`src/rtl/nn_ctrl_pkg.sv`:
```
// Shared types and helpers for the layered NN phase sequencer.
package nn_ctrl_pkg;

  typedef enum logic [1:0] {IDLE, FWD, BWD, DONE} seq_state_t;
  typedef enum logic       {MODE_TRAIN, MODE_VAL} seq_mode_t;

  function automatic int max_int(input int a, input int b);
    return (a > b) ? a : b;
  endfunction

endpackage

```
`src/rtl/nn_phase_timer.sv`:
```
// Phase counter: clears to zero on request, otherwise counts up; flags when it equals the terminal value.
module nn_phase_timer #(
  parameter int CNT_W = 8
) (
  input  logic             clk,
  input  logic             rst_n,
  input  logic             clr_i,
  input  logic [CNT_W-1:0] term_i,
  output logic [CNT_W-1:0] cnt_o,
  output logic             tc_o
);

  logic [CNT_W-1:0] cnt_q, cnt_d;

  always_comb begin
    cnt_d = clr_i ? '0 : cnt_q + 1'b1;
  end

  always_ff @(posedge clk or negedge rst_n) begin
    if (!rst_n) cnt_q <= '0;
    else        cnt_q <= cnt_d;
  end

  assign cnt_o = cnt_q;
  assign tc_o  = (cnt_q == term_i);

endmodule

```
`src/rtl/nn_phase_sequencer.sv`:
```
// Training/validation sequencer: per-layer forward windows, overlapped backward windows,
// one-deep pending request slot, abort with acknowledge. All outputs registered.
module nn_phase_sequencer
  import nn_ctrl_pkg::*;
#(
  parameter int NUM_LAYERS = 2,
  parameter int FWD_CYCLES = 4,
  parameter int BWD_CYCLES = 10,
  parameter int BWD_LAG    = 2,
  parameter int CNT_W      = 8
) (
  input  logic                  clk,
  input  logic                  rst_n,
  input  logic                  start_train,
  input  logic                  start_val,
  input  logic                  abort,
  output logic [NUM_LAYERS-1:0] fwd_en,
  output logic [NUM_LAYERS-1:0] fwd_start,
  output logic [NUM_LAYERS-1:0] bwd_en,
  output logic [NUM_LAYERS-1:0] bwd_start,
  output logic                  train_done,
  output logic                  val_done,
  output logic                  abort_ack,
  output logic                  req_drop,
  output logic                  busy
);

  localparam int FWD_LEN = NUM_LAYERS * FWD_CYCLES;
  localparam int BWD_LEN = (NUM_LAYERS - 1) * BWD_LAG + BWD_CYCLES;
  localparam logic [CNT_W-1:0] FWD_TERM = CNT_W'(FWD_LEN - 1);
  localparam logic [CNT_W-1:0] BWD_TERM = CNT_W'(BWD_LEN - 1);

  // The counter never wraps, so the longest phase must fit in CNT_W bits.
  if (max_int(FWD_LEN, BWD_LEN) > (1 << CNT_W)) begin : g_cnt_w_check
    $error("nn_phase_sequencer: CNT_W too small for phase length");
  end

  seq_state_t state_q, state_d;
  seq_mode_t  mode_q, mode_d, pend_mode_q, pend_mode_d, req_mode;
  logic       pend_vld_q, pend_vld_d;
  logic       any_start, both_start, drop_d;

  logic [CNT_W-1:0] t_cnt, term;
  logic [31:0]      t_w;
  logic             tc, tmr_clr;

  logic [NUM_LAYERS-1:0] fwd_en_d, fwd_start_d, bwd_en_d, bwd_start_d;
  logic [NUM_LAYERS-1:0] fwd_en_q, fwd_start_q, bwd_en_q, bwd_start_q;
  logic train_done_d, val_done_d;
  logic train_done_q, val_done_q, abort_ack_q, req_drop_q;

  assign term    = (state_q == FWD) ? FWD_TERM : BWD_TERM;
  assign tmr_clr = abort | tc | (state_q == IDLE) | (state_q == DONE);
  assign t_w     = 32'(t_cnt);

  nn_phase_timer #(.CNT_W(CNT_W)) u_timer (
    .clk    (clk),
    .rst_n  (rst_n),
    .clr_i  (tmr_clr),
    .term_i (term),
    .cnt_o  (t_cnt),
    .tc_o   (tc)
  );

  always_comb begin
    state_d     = state_q;
    mode_d      = mode_q;
    pend_vld_d  = pend_vld_q;
    pend_mode_d = pend_mode_q;
    drop_d      = 1'b0;
    any_start   = start_train | start_val;
    both_start  = start_train & start_val;
    req_mode    = start_train ? MODE_TRAIN : MODE_VAL;
    if (abort) begin
      state_d    = IDLE;
      pend_vld_d = 1'b0;
    end else begin
      // Requests arriving mid-pass go to the single pending slot; overflow is dropped.
      if ((state_q == FWD || state_q == BWD) && any_start) begin
        if (!pend_vld_q) begin
          pend_vld_d  = 1'b1;
          pend_mode_d = req_mode;
          drop_d      = both_start;
        end else begin
          drop_d = 1'b1;
        end
      end
      unique case (state_q)
        IDLE: if (any_start) begin
          state_d = FWD;
          mode_d  = req_mode;
          drop_d  = both_start;
        end
        FWD: if (tc) state_d = (mode_q == MODE_TRAIN) ? BWD : DONE;
        BWD: if (tc) state_d = DONE;
        DONE: begin
          if (pend_vld_q) begin
            state_d    = FWD;
            mode_d     = pend_mode_q;
            pend_vld_d = 1'b0;
            drop_d     = any_start;
          end else if (any_start) begin
            state_d = FWD;
            mode_d  = req_mode;
            drop_d  = both_start;
          end else begin
            state_d = IDLE;
          end
        end
      endcase
    end
  end

  for (genvar l = 0; l < NUM_LAYERS; l++) begin : g_layer
    localparam int unsigned F_LO = l * FWD_CYCLES;
    localparam int unsigned B_LO = (NUM_LAYERS - 1 - l) * BWD_LAG;
    // Unsigned difference wraps for t below the window start, so one compare covers both bounds.
    assign fwd_en_d[l]    = !abort && (state_q == FWD) && ((t_w - F_LO) < FWD_CYCLES);
    assign fwd_start_d[l] = !abort && (state_q == FWD) && (t_w == F_LO);
    assign bwd_en_d[l]    = !abort && (state_q == BWD) && ((t_w - B_LO) < BWD_CYCLES);
    assign bwd_start_d[l] = !abort && (state_q == BWD) && (t_w == B_LO);
  end

  assign train_done_d = !abort && (state_q == DONE) && (mode_q == MODE_TRAIN);
  assign val_done_d   = !abort && (state_q == DONE) && (mode_q == MODE_VAL);

  always_ff @(posedge clk or negedge rst_n) begin
    if (!rst_n) begin
      state_q      <= IDLE;
      mode_q       <= MODE_TRAIN;
      pend_vld_q   <= 1'b0;
      pend_mode_q  <= MODE_TRAIN;
      fwd_en_q     <= '0;
      fwd_start_q  <= '0;
      bwd_en_q     <= '0;
      bwd_start_q  <= '0;
      train_done_q <= 1'b0;
      val_done_q   <= 1'b0;
      abort_ack_q  <= 1'b0;
      req_drop_q   <= 1'b0;
    end else begin
      state_q      <= state_d;
      mode_q       <= mode_d;
      pend_vld_q   <= pend_vld_d;
      pend_mode_q  <= pend_mode_d;
      fwd_en_q     <= fwd_en_d;
      fwd_start_q  <= fwd_start_d;
      bwd_en_q     <= bwd_en_d;
      bwd_start_q  <= bwd_start_d;
      train_done_q <= train_done_d;
      val_done_q   <= val_done_d;
      abort_ack_q  <= abort;
      req_drop_q   <= drop_d;
    end
  end

  assign fwd_en     = fwd_en_q;
  assign fwd_start  = fwd_start_q;
  assign bwd_en     = bwd_en_q;
  assign bwd_start  = bwd_start_q;
  assign train_done = train_done_q;
  assign val_done   = val_done_q;
  assign abort_ack  = abort_ack_q;
  assign req_drop   = req_drop_q;
  assign busy       = (state_q != IDLE);

endmodule

```
`config.mk`:
```
export PLATFORM = sky130hd
export DESIGN_NAME = nn_phase_sequencer
export DESIGN_NICKNAME = d
export VERILOG_FILES = /design/src/rtl/nn_ctrl_pkg.sv /design/src/rtl/nn_phase_timer.sv /design/src/rtl/nn_phase_sequencer.sv
export SDC_FILE = /design/constraint.sdc
export NUM_CORES = 1
export LEC_CHECK = 0
export BUFFER_PORTS_ARGS = -buffer_cell sky130_fd_sc_hd__buf_4
export CORE_MARGIN = 10
export CORE_UTILIZATION = 60
export DETAILED_ROUTE_END_ITERATION = 6
export PLACE_DENSITY = 0.82
export SETUP_SLACK_MARGIN = 0.2
export SYNTH_ARGS = -nofsm -noshare
export SYNTH_HDL_FRONTEND = slang
export SYNTH_HIERARCHICAL = 1
export SYNTH_SLANG_ARGS = --single-unit
```
`constraint.sdc`:
```
create_clock -name clk -period 5 [get_ports clk]
set_input_delay 0.25 -clock clk [delete_from_list [all_inputs] [get_ports clk]]
set_output_delay 0.25 -clock clk [all_outputs]
set_load 0.01 [all_outputs]
```
==> reports/qor.log, run 1 <==
qor: route.finalWirelength 2.73 mm
qor: route.wire_per_inst 15.0 um
qor: yosys.synth_ff_type sky130_fd_sc_hd__dfrtp_1
qor: route.route.vias.total 1040
qor: clocking.clk_path_buf_depth 2
qor: clocking.post_cts.resized_instances 0
qor: setup_path.critical_path_class flop to flop
qor: setup_path.setup.worst_path.start_class flop
qor: global_routing.antenna_found_initial 0
qor: yosys.synthDistinctLibCells 43
qor: floorplan.floorplan.die.width 67.9 um
qor: global_routing.vias_in_the_first_global_route 1068
qor: clocking.clkLatencyLatePin 0.30 ns
qor: place.gp_congestion 0.802
qor: setup_path.timing.critical_path.to_type flop
qor: floorplan.floorplan.initialDensity 62.9%
qor: floorplan.die_area 4610 um2
qor: setup_path.critical-path-max-stage-delay 0.56 ns
qor: clocking.h_tree_levels 1
qor: floorplan.floorplan.rows 17
qor: clocking.cts.sinks 25
qor: setup_path.crit_path_max_fanout 8
qor: timing.count_of_final_setup_violators 0
qor: yosys.synth_edf_count 0
qor: route.detailed_router_s_first_iteration_violation_count 32
qor: pwr.power.leakage 0.689 nW
qor: setup_path.critical_path.n_buffers_inverters 2
qor: final_layout.layout-drive-gt1-share 19.5%
qor: min_path.holdCritPathClass input port to flop
qor: global_routing.grt_overflow_total 0
qor: timing.finalSetupTns 0 ns
qor: setup_path.crit_path_cell_count 8
qor: yosys.synth_async_sr_flop_share 100%
qor: global_routing.grtUsageTotal 12.9%
qor: timing.final.min_clock_period 2.05 ns
qor: floorplan.top_level_ports 18
qor: pwr.worst_ir_drop_vdd 0.258 mV
qor: setup_path.crit_chain inv_1, ha_1, inv_1, xnor2_1, nand4_1, nor2_1, or4_1, a21oi_1
qor: flow_run.maxCapViolations 0
qor: timing.rsz0062_at_grt false
qor: yosys.yosysSeqAreaShare 45.4%
qor: setup_path.timing.critical_path.arrival 2.27 ns
qor: floorplan.chipHeight 67.9 um
qor: floorplan.placeableCoreArea 2190 um2
qor: route.firstDrtPassIters 4
qor: final_layout.nNetsFinal 168
qor: final_layout.n_antenna_cell 0
qor: run_status.result_of_the_run completed
qor: setup_path.critPathSlowestCell sky130_fd_sc_hd__or4_1
qor: final_layout.multiInputGateArea 696 um2
qor: place.portBuffers 17
qor: setup_path.timing.critical_path.required 5.23 ns
qor: clocking.clock_root_buffer sky130_fd_sc_hd__clkbuf_4
qor: clocking.cts_buffers 3
qor: timing.clock-skew-final 0.00294 ns
qor: setup_path.worst_path_most_repeated_cell sky130_fd_sc_hd__inv_1
qor: clocking.cts.clk_slew.worst_paths 0.13 ns
qor: final_layout.layout.filler_cells 166
qor: yosys.synth.cell_area 1380 um2
qor: yosys.flip_flop_and_latch_count_after_synthesis 25
qor: place.hpwl 2.00 mm
qor: route.viasPerCell 5.71
qor: pwr.power-per-cell-area 390 nW/um2
qor: timing.timing_max_transition_violations_final 0
qor: timing.final-hold-violation-count 0
qor: route.remaining_drc_errors 0
qor: place.placed_cells_incl_taps 177
qor: yosys.yosys_warnings 6
qor: yosys.syn_inst 134
qor: setup_path.reg2regPathDepth 8
qor: global_routing.grt_pass1_wl 4.71 mm
qor: final_layout.area_growth_syn_to_layout 12.5%
qor: final_layout.stdcell_count 182
qor: yosys.post_synth.cell_area_avg 10.3 um2
qor: setup_path.cp_top_family simple AND/OR/NAND/NOR gates
qor: timing.timing.fmax 0.489 GHz
qor: timing.final.period_utilization 40.9%
qor: global_routing.grt_max_degree 26
qor: clocking.tritoncts done
qor: final_layout.layout.area.seq 626 um2
qor: min_path.worstHoldPathCells 1
qor: route.final_antenna_net_count 0
==> placed cells by master (no fill, tap or decap), drive strengths merged, types with 2 or more instances in the layout <==
cell	n
buf	17
a21oi	12
or3	3
xor2	2
nand4	3
clkbuf	4
nand2	2
inv	8
conb	6
ha	8
nand3	8
nor3b	4
o21ai	7
nor4	4
nor2	11
dfrtp	25
xnor2	10
==> power by group <==
group	total (mW)	switching [mW]	internal, mW
Sequential	0.278	0.0414	0.237
Combinational	0.242	0.130	0.111
Clock	0.0846	0.0536	0.0310
==> synthesized netlist by cell type, types with 2 or more instances <==
master / instances / share of area, %
sky130_fd_sc_hd__a21oi_1: 11 / 4.0
sky130_fd_sc_hd__buf_2: 3 / 1.1
sky130_fd_sc_hd__buf_6: 2 / 1.6
sky130_fd_sc_hd__conb_1: 2 / 0.55
sky130_fd_sc_hd__dfrtp_1: 25 / 45
sky130_fd_sc_hd__ha_1: 8 / 7.3
sky130_fd_sc_hd__inv_1: 8 / 2.2
sky130_fd_sc_hd__nand2_1: 2 / 0.55
sky130_fd_sc_hd__nand3_1: 7 / 2.5
sky130_fd_sc_hd__nand4_1: 2 / 0.91
sky130_fd_sc_hd__nor2_1: 10 / 2.7
sky130_fd_sc_hd__nor3b_1: 3 / 1.6
sky130_fd_sc_hd__nor4_1: 3 / 1.4
sky130_fd_sc_hd__o21ai_0: 7 / 2.5
sky130_fd_sc_hd__or3_1: 3 / 1.4
sky130_fd_sc_hd__xnor2_1: 10 / 6.4
sky130_fd_sc_hd__xor2_1: 2 / 1.3
==> per-stage QoR <==
stage | setup slack (ns) | cell area [um2] | power (mW) | util, % | hold WS (ns)
after floorplan | 3.19 | 1390 | 0.447 | - | -0.0456
after global placement | 3.10 | 1510 | 0.507 | 69.1 | 0.161
after detailed placement | 2.99 | 1510 | 0.520 | 69.1 | 0.167
after CTS | 2.96 | 1550 | 0.606 | 70.8 | 0.139
after global routing | 2.80 | 1550 | 0.651 | 70.8 | 0.122
final | 2.95 | 1550 | 0.604 | 70.8 | 0.150
==> final timing paths <==
path | start | endpoint | slack (ns)
max in group asynchronous | rst_n | state_q[1] | 4.41
setup reg to reg | state_q[1] | u_timer/cnt_o[6] | 2.95
hold / removal | abort | abort_ack | 0.15
hold reg to reg | mode_q | train_done | 0.52
setup / recovery | state_q[1] | u_timer/cnt_o[6] | 2.95
min in group asynchronous | rst_n | bwd_en[1] | 0.36
==> layout make-up <==
type,count,share of cell area [%]
well taps,28,2.26
inverters,8,1.94
clock buffers,4,1.69
repair buffers,18,8.88
multi-input cells,99,44.9
flip-flops and latches,25,40.4
==> cells by family (layout without fill, tap and decap cells) <==
logic type                 Yosys count  after routing  synth area share (%)
muxes                                1              1                 0.817
adders and majority gates            9              9                  7.99
and+or+nand+nor                     41             41                  18.4
other                                2              6                 0.545
AOI/OAI and AO/OA                   30             30                  14.0
DFF                                 25             25                  45.4
xor gates and xnor gates            12             12                  7.63
buffers and inverters               14             30                  5.18
==> registers in the layout, indices dropped and copies added, names as in the netlist, 2 cells and up <==
register and flops:
u_timer/cnt_o 8, bwd_en 2, bwd_start 2, fwd_en 2, fwd_start 2, state_q 2
==> repair_timing <==
item                      in CTS  in global routing
setup buffers                  0                  0
hold buffers                   1                  0
hold endpoints to repair      25                  0
==> per-layer routing <==
layer	share of wire [%]	track usage [%]	up-vias
li1	-	-	503
met1	42	14.0	505
met2	50	23.7	27
met3	6.2	2.94	5
met4	1.4	4.77	0
met5	0	0	-
Note: power is estimated with default switching activity, not from simulation.
==> run 2: changes to the inputs <==
Settings changed: ABC_AREA set to 1, CORE_ASPECT_RATIO set to 2, CORE_UTILIZATION 60 to 57, PLACE_DENSITY 0.82 to 0.78.
Clock period 5 ns to 1.9 ns, I/O delays scaled along.
==> reports/qor.log, run 2 <==
qor: pwr.power_frac_clock 16.7%
qor: final_layout.area_growth_syn_to_layout 27.7%
qor: route.firstDrtPassIters 4
qor: yosys.synthDistinctLibCells 25
qor: clocking.tritoncts done
qor: place.placed_cells_incl_taps 264
qor: setup_path.worst_path_most_repeated_cell sky130_fd_sc_hd__nand2_1
qor: setup_path.rr_startpoint u_timer/cnt_o[2]
qor: floorplan.floorplan.initialDensity 58.7%
qor: global_routing.grtUsageTotal 15.0%
qor: route.wire_per_inst 14.1 um
qor: timing.rsz0062_at_grt true
qor: route.viasPerCell 5.20
qor: pwr.switching_share 39.5%
qor: setup_path.crit_chain inv_1, nand2_1, nand2_1, nor2_1, nand2_1, nor2_2, nor2_2, o21ai_1, nand2_1, buf_6, nand2_1, nand2_1
qor: final_layout.post-route-util 75.0%
qor: place.portBuffers 17
qor: clocking.cts.clk_slew.worst_paths 0.09 ns
qor: yosys.synth_top_cell_by_area sky130_fd_sc_hd__dfrtp_1
qor: place.gp_congestion 0.854
qor: route.finalWirelength 3.93 mm
qor: yosys.post-synth-top-count-cell sky130_fd_sc_hd__nand2_1
qor: setup_path.timing.critical_path.required 2.08 ns
qor: clocking.clk_path_buf_depth 2
qor: pwr.power-per-cell-area 1040 nW/um2
qor: final_layout.layout.area.seq 628 um2
qor: yosys.flip_flop_and_latch_count_after_synthesis 25
qor: floorplan.chipHeight 92.3 um
qor: pwr.p_seq_share 34.9%
qor: timing.final.period_utilization 90.4%
qor: final_layout.layout-drive-gt1-share 26.3%
qor: timing.final.min_clock_period 1.72 ns
qor: setup_path.timing.critical_path.arrival 1.90 ns
qor: yosys.synth_async_sr_flop_share 100%
qor: yosys.synth.cells.most_frequent sky130_fd_sc_hd__nand2_1, sky130_fd_sc_hd__nor2_1, sky130_fd_sc_hd__inv_1
qor: clocking.clock_root_buffer sky130_fd_sc_hd__clkbuf_8
qor: yosys.yosys_warnings 6
qor: route.detailed_router_s_first_iteration_violation_count 57
qor: timing.final_critical_path_setup_slack 0.182 ns
qor: flow_run.maxCapViolations 0
qor: setup_path.startpoint u_timer/cnt_o[2]
qor: place.post-place-ws -0.0128 ns
qor: timing.clock-skew-final 0.00216 ns
qor: global_routing.grt_max_degree 26
qor: timing.count_of_final_setup_violators 0
qor: yosys.post_synth.cell_area_avg 7.19 um2
qor: global_routing.antenna_found_initial 0
qor: timing.final-hold-violation-count 0
qor: pwr.worst_ir_drop_vdd 0.873 mV
qor: route.final_antenna_net_count 0
qor: final_layout.stdcell_count 279
qor: clocking.cts_buffers 3
qor: pwr.power.leakage 1.01 nW
qor: run_status.result_of_the_run completed
qor: pwr.intPower 1.20 mW
qor: yosys.synthDominantCellAreaShare 42.0%
qor: timing.timing.fmax 0.582 GHz
qor: min_path.holdCritPathClass input port to flop
qor: setup_path.crit_path_max_fanout 8
qor: final_layout.layout.filler_cells 203
qor: global_routing.vias_in_the_first_global_route 1486
qor: clocking.cts.sinks 25
qor: clocking.h_tree_levels 1
qor: floorplan.top_level_ports 18
qor: min_path.hold_path.startpoint start_train
qor: route.route.vias.total 1450
qor: final_layout.nNetsFinal 265
qor: yosys.syn_inst 207
qor: floorplan.die_area 5180 um2
qor: setup_path.critical-path-max-stage-delay 0.58 ns
qor: floorplan.floorplan.die.width 56.1 um
qor: place.hpwl 2.83 mm
qor: global_routing.grt_pass1_wl 6.32 mm
qor: final_layout.largest_register_ff_count 8
qor: yosys.yosysSeqAreaShare 42.0%
qor: clocking.clkLatencyLatePin 0.28 ns
qor: setup_path.setup.worst_path.start_class flop
qor: global_routing.grt_overflow_total 0
qor: final_layout.mostFrequentLayoutCell sky130_fd_sc_hd__nand2_1
qor: timing.timing_max_transition_violations_final 0
qor: route.remaining_drc_errors 0
qor: yosys.synth_edf_count 0
qor: yosys.synth_top_cells_by_area sky130_fd_sc_hd__dfrtp_1, sky130_fd_sc_hd__nand2_1, sky130_fd_sc_hd__nor2_1
qor: final_layout.n_antenna_cell 0
qor: final_layout.layout_common_cells sky130_fd_sc_hd__nand2_1, sky130_fd_sc_hd__nor2_1, sky130_fd_sc_hd__inv_1, sky130_fd_sc_hd__buf_4, sky130_fd_sc_hd__dfrtp_1
qor: pwr.total_switching_power 0.782 mW
qor: setup_path.critical_path_class flop to flop
qor: timing.worst_hold_slack 0.0346 ns
qor: setup_path.critPathSlowestCell sky130_fd_sc_hd__dfrtp_1
qor: yosys.synth.cell_area 1490 um2
qor: floorplan.placeableCoreArea 2540 um2
qor: floorplan.floorplan.rows 26
qor: yosys.synth_ff_type sky130_fd_sc_hd__dfrtp_1
qor: setup_path.timing.critical_path.to_type flop
qor: final_layout.multiInputGateArea 818 um2
qor: pwr.comb_power_share 48.4%
[run 2: cell types whose count changed after synthesis, sizes merged, moves of 2 or more]
cell | previous run | this run
xor2 | 2 | 0
nor2 | 11 | 44
nand3 | 8 | 10
a21oi | 12 | 9
nor3b | 4 | 1
nor4 | 4 | 0
inv | 8 | 33
nand2 | 2 | 53
xnor2 | 10 | 0
or3 | 3 | 0
o21ai | 7 | 9
nor3 | 1 | 3
buf | 5 | 0
[run 2: final cells by class]
type / count / share of cell area [%]
Clock inverter: 1 / 0.263
Multi-Input combinational cell: 158 / 43.0
Tap cell: 28 / 1.84
Clock buffer: 3 / 2.17
Inverter: 34 / 6.97
Timing Repair Buffer: 30 / 12.7
Sequential cell: 25 / 33.0
[run 2: kinds of logic after synthesis]
| kind of cell | after synthesis | share of synthesized area, % |
|---|---|---|
| compound gates | 22 | 8.15 |
| fa+ha+maj | 8 | 6.72 |
| buf+inv | 34 | 8.57 |
| flops | 25 | 42.0 |
| other cells | 2 | 0.504 |
| simple gates | 116 | 34.0 |
[run 2: what timing repair did]
action                                  in CTS  in global routing
buffers inserted                             4                  5
hold endpoints to repair                    26                  0
hold buffers                                 2                  0
gates resized for setup                      9                 20
endpoints found under the setup margin       8                 10
pin swaps                                    6                 15
[run 2: per-stage QoR]
stage | setup TNS, ns | area [um2] | power (mW)
after floorplan | 0 | 1530 | 1.15
after global placement | 0 | 1700 | 1.36
after detailed placement | -0.0128 | 1700 | 1.39
after CTS | 0 | 1820 | 1.82
after global routing | 0 | 1900 | 2.12
final | 0 | 1900 | 1.98
[run 2: path summary, 6_finish.rpt]
check | end | slack, ns | depth (start not counted)
min | pend_mode_q | 0.03 | 2
max reg2reg | state_q[0] | 0.18 | 12
min reg2reg | train_done | 0.49 | 1
min in group asynchronous | u_timer/cnt_o[2] | 0.24 | 2
max | state_q[0] | 0.18 | 12
max in group asynchronous | u_timer/cnt_o[1] | 1.40 | 2
[run 2: critical path, delay by kind of cell, from the launching register on]
family | cells | cell delay, ns
AOI/OAI and AO/OA | 1 | 0.07
buffers and inverters | 2 | 0.24
DFF | 1 | 0.58
and+or+nand+nor | 9 | 0.71
[run 2: layer usage]
| layer | track usage, % | up-vias | wire (um) | part of all wire [%] |
|---|---|---|---|---|
| li1 | - | 715 | - | - |
| met1 | 12.1 | 686 | 1310 | 33 |
| met2 | 30.3 | 36 | 2310 | 59 |
| met3 | 3.04 | 13 | 157 | 4.0 |
| met4 | 9.27 | 0 | 148 | 3.8 |
| met5 | 0 | - | 0 | 0 |
[run 2: power groups by stage]
stage | Sequential, mW | Combinational (mW) | Clock [mW]
3_3_place_gp | 0.699 | 0.657 | 0
4_1_cts | 0.688 | 0.804 | 0.331
5_1_grt | 0.704 | 1.07 | 0.346
3_5_place_dp | 0.705 | 0.685 | 0
6_report | 0.692 | 0.959 | 0.331
2_1_floorplan | 0.708 | 0.443 | 0
==> run 3: changes to the inputs <==
Settings changed: CORE_UTILIZATION 57 to 51, PLACE_DENSITY 0.78 to 0.74.
Clock period 1.9 ns to 1.45 ns, I/O delays scaled along.
==> reports/qor.log, run 3 (synthesized netlist as in run 2, its figures left out) <==
qor: final_layout.layout_common_cells sky130_fd_sc_hd__nand2_1, sky130_fd_sc_hd__buf_4, sky130_fd_sc_hd__nor2_1, sky130_fd_sc_hd__dfrtp_1, sky130_fd_sc_hd__inv_1
qor: setup_path.timing.critical_path.required 1.66 ns
qor: setup_path.critical_path.n_buffers_inverters 2
qor: clocking.h_tree_levels 1
qor: floorplan.die_area 5610 um2
qor: final_layout.n_antenna_cell 0
qor: clocking.cts_buffers 3
qor: global_routing.vias_in_the_first_global_route 1400
qor: clocking.cts.clk_slew.worst_paths 0.10 ns
qor: clocking.clkLatencyLatePin 0.27 ns
qor: floorplan.top_level_ports 18
qor: route.viasPerCell 4.89
qor: setup_path.crit_path_cell_count 14
qor: setup_path.critical-path-max-stage-delay 0.43 ns
qor: global_routing.antenna_found_initial 0
qor: timing.final_critical_path_setup_slack -0.206 ns
qor: route.final_antenna_net_count 0
qor: place.hpwl 2.65 mm
qor: flow_run.maxCapViolations 0
qor: clocking.clk_path_buf_depth 2
qor: clocking.cts.sinks 25
qor: global_routing.grt_max_degree 26
qor: setup_path.timing.critical_path.to_type flop
qor: place.post-place-ws -0.0792 ns
qor: setup_path.critical_path_class flop to flop
qor: pwr.worst_ir_drop_vdd 0.965 mV
qor: setup_path.crit_path_max_fanout 4
qor: min_path.worstHoldPathCells 2
qor: run_status.result_of_the_run complete, but fails checks
qor: setup_path.rr_startpoint state_q[0]
qor: floorplan.floorplan.initialDensity 53.7%
qor: clocking.tritoncts done
qor: setup_path.worst_path_most_repeated_cell sky130_fd_sc_hd__nand2_1
qor: min_path.holdCritPathClass input port to flop
qor: global_routing.grt_pass1_wl 5.84 mm
qor: final_layout.layout-drive-gt1-share 35.1%
qor: floorplan.floorplan.rows 27
qor: setup_path.rrSetupSlack -0.21 ns
qor: timing.timing_max_transition_violations_final 0
qor: route.firstDrtPassIters 4
qor: pwr.post-layout-total-power 2.85 mW
qor: run_status.violated_checks setup timing
qor: global_routing.grtUsageTotal 13.0%
qor: timing.final.min_clock_period 1.66 ns
qor: setup_path.reg2regPathDepth 14
qor: route.route.vias.total 1408
qor: setup_path.cp_top_family simple AND/OR/NAND/NOR gates
qor: route.finalWirelength 3.77 mm
qor: final_layout.largest_register_ff_count 8
qor: place.gp_congestion 0.831
qor: clocking.clock_root_buffer sky130_fd_sc_hd__clkbuf_8
qor: timing.clock-skew-final 0.00780 ns
qor: timing.count_of_final_setup_violators 12
qor: timing.final-hold-violation-count 0
qor: place.portBuffers 17
qor: final_layout.mostFrequentLayoutCell sky130_fd_sc_hd__nand2_1
qor: floorplan.floorplan.die.width 58.2 um
qor: pwr.power-per-cell-area 1360 nW/um2
qor: setup_path.endpoint state_q[0]
qor: setup_path.critPathSlowestCell sky130_fd_sc_hd__dfrtp_1
qor: setup_path.crit_chain ha_4, inv_4, inv_2, nand2_1, nand2_1, nor2_1, nand2_1, nor2_1, nor2_2, o21ai_1, nand2_1, nor2_1, o21ai_1, nand2_1
qor: timing.timing.fmax 0.604 GHz
qor: route.remaining_drc_errors 0
qor: floorplan.placeableCoreArea 2770 um2
qor: final_layout.nNetsFinal 273
qor: timing.rsz0062_at_grt true
qor: setup_path.startpoint state_q[0]
qor: pwr.power.leakage 1.07 nW
qor: route.wire_per_inst 13.1 um
qor: timing.final.period_utilization 114%
qor: setup_path.timing.critical_path.arrival 1.87 ns
qor: setup_path.setup.worst_path.start_class flop
qor: setup_path.rr_endpoint state_q[0]
qor: final_layout.layout.filler_cells 209
qor: final_layout.area_growth_syn_to_layout 40.3%
qor: global_routing.grt_overflow_total 0
qor: floorplan.chipHeight 96.4 um
qor: route.detailed_router_s_first_iteration_violation_count 24
run 3: per-stage QoR:
stage	instance area (um2)	util, %	setup TNS, ns	instances	hold WS (ns)
2_1_floorplan	1550	-	-0.0797	217	-0.223
3_3_place_gp	1820	65.8	-0.101	278	-0.00534
3_5_place_dp	1820	65.8	-0.393	278	-0.000472
4_1_cts	1980	71.6	-0.480	286	0.0134
5_1_grt	2090	75.4	-2.81	288	0.0359
6_report	2090	75.4	-1.60	288	0.0283
run 3: worst reg2reg max path, delay by kind of cell (launching register included):
family	cells	cell delay, ns
AOI/OAI and AO/OA	2	0.15
adders and majority gates	1	0.20
buffers and inverters	2	0.09
DFF	1	0.43
and+or+nand+nor	9	0.77
run 3: per-layer routing:
metal,part of all wire (%),GRT usage (%),wire length [um]
met1,34,11.6,1280
met2,59,26.3,2230
met3,3.3,2.35,126
met5,0,0,0
met4,3.2,6.10,122
run 3: timing repair:
| item | 4_1_cts | 5_1_grt |
|---|---|---|
| hold buffers | 2 | 0 |
| endpoints found under the hold margin | 26 | 0 |
| setup buffers | 2 | 2 |
| pin swaps | 7 | 14 |
| setup endpoints to repair | 20 | 24 |
| resized for setup | 20 | 29 |
run 3: area by class of cell:
class                   instances  area [um2]  area share (%)
well taps                      29        36.3            1.74
repair buffers                 38         305            14.6
flip-flops and latches         25         627            30.0
clock buffers                   3        41.3            1.98
multi-input cells             158         931            44.6
inverters                      34         140            6.71
clock inverters                 1        7.51           0.359
run 3: worst min path at each step:
stage | start | endpoint | slack, ns
2_1_floorplan | rst_n | abort_ack | -0.22
3_3_place_gp | rst_n | u_timer/cnt_o[5] | -0.005
3_5_place_dp | rst_n | u_timer/cnt_o[5] | -0.0005
4_1_cts | start_train | pend_mode_q | 0.01
5_1_grt | start_train | pend_mode_q | 0.04
6_report | start_train | pend_mode_q | 0.03
run 3: where the power goes:
group / switching [mW] / internal (mW)
clock: 0.233 / 0.195
combinational: 0.821 / 0.695
sequential: 0.0890 / 0.815
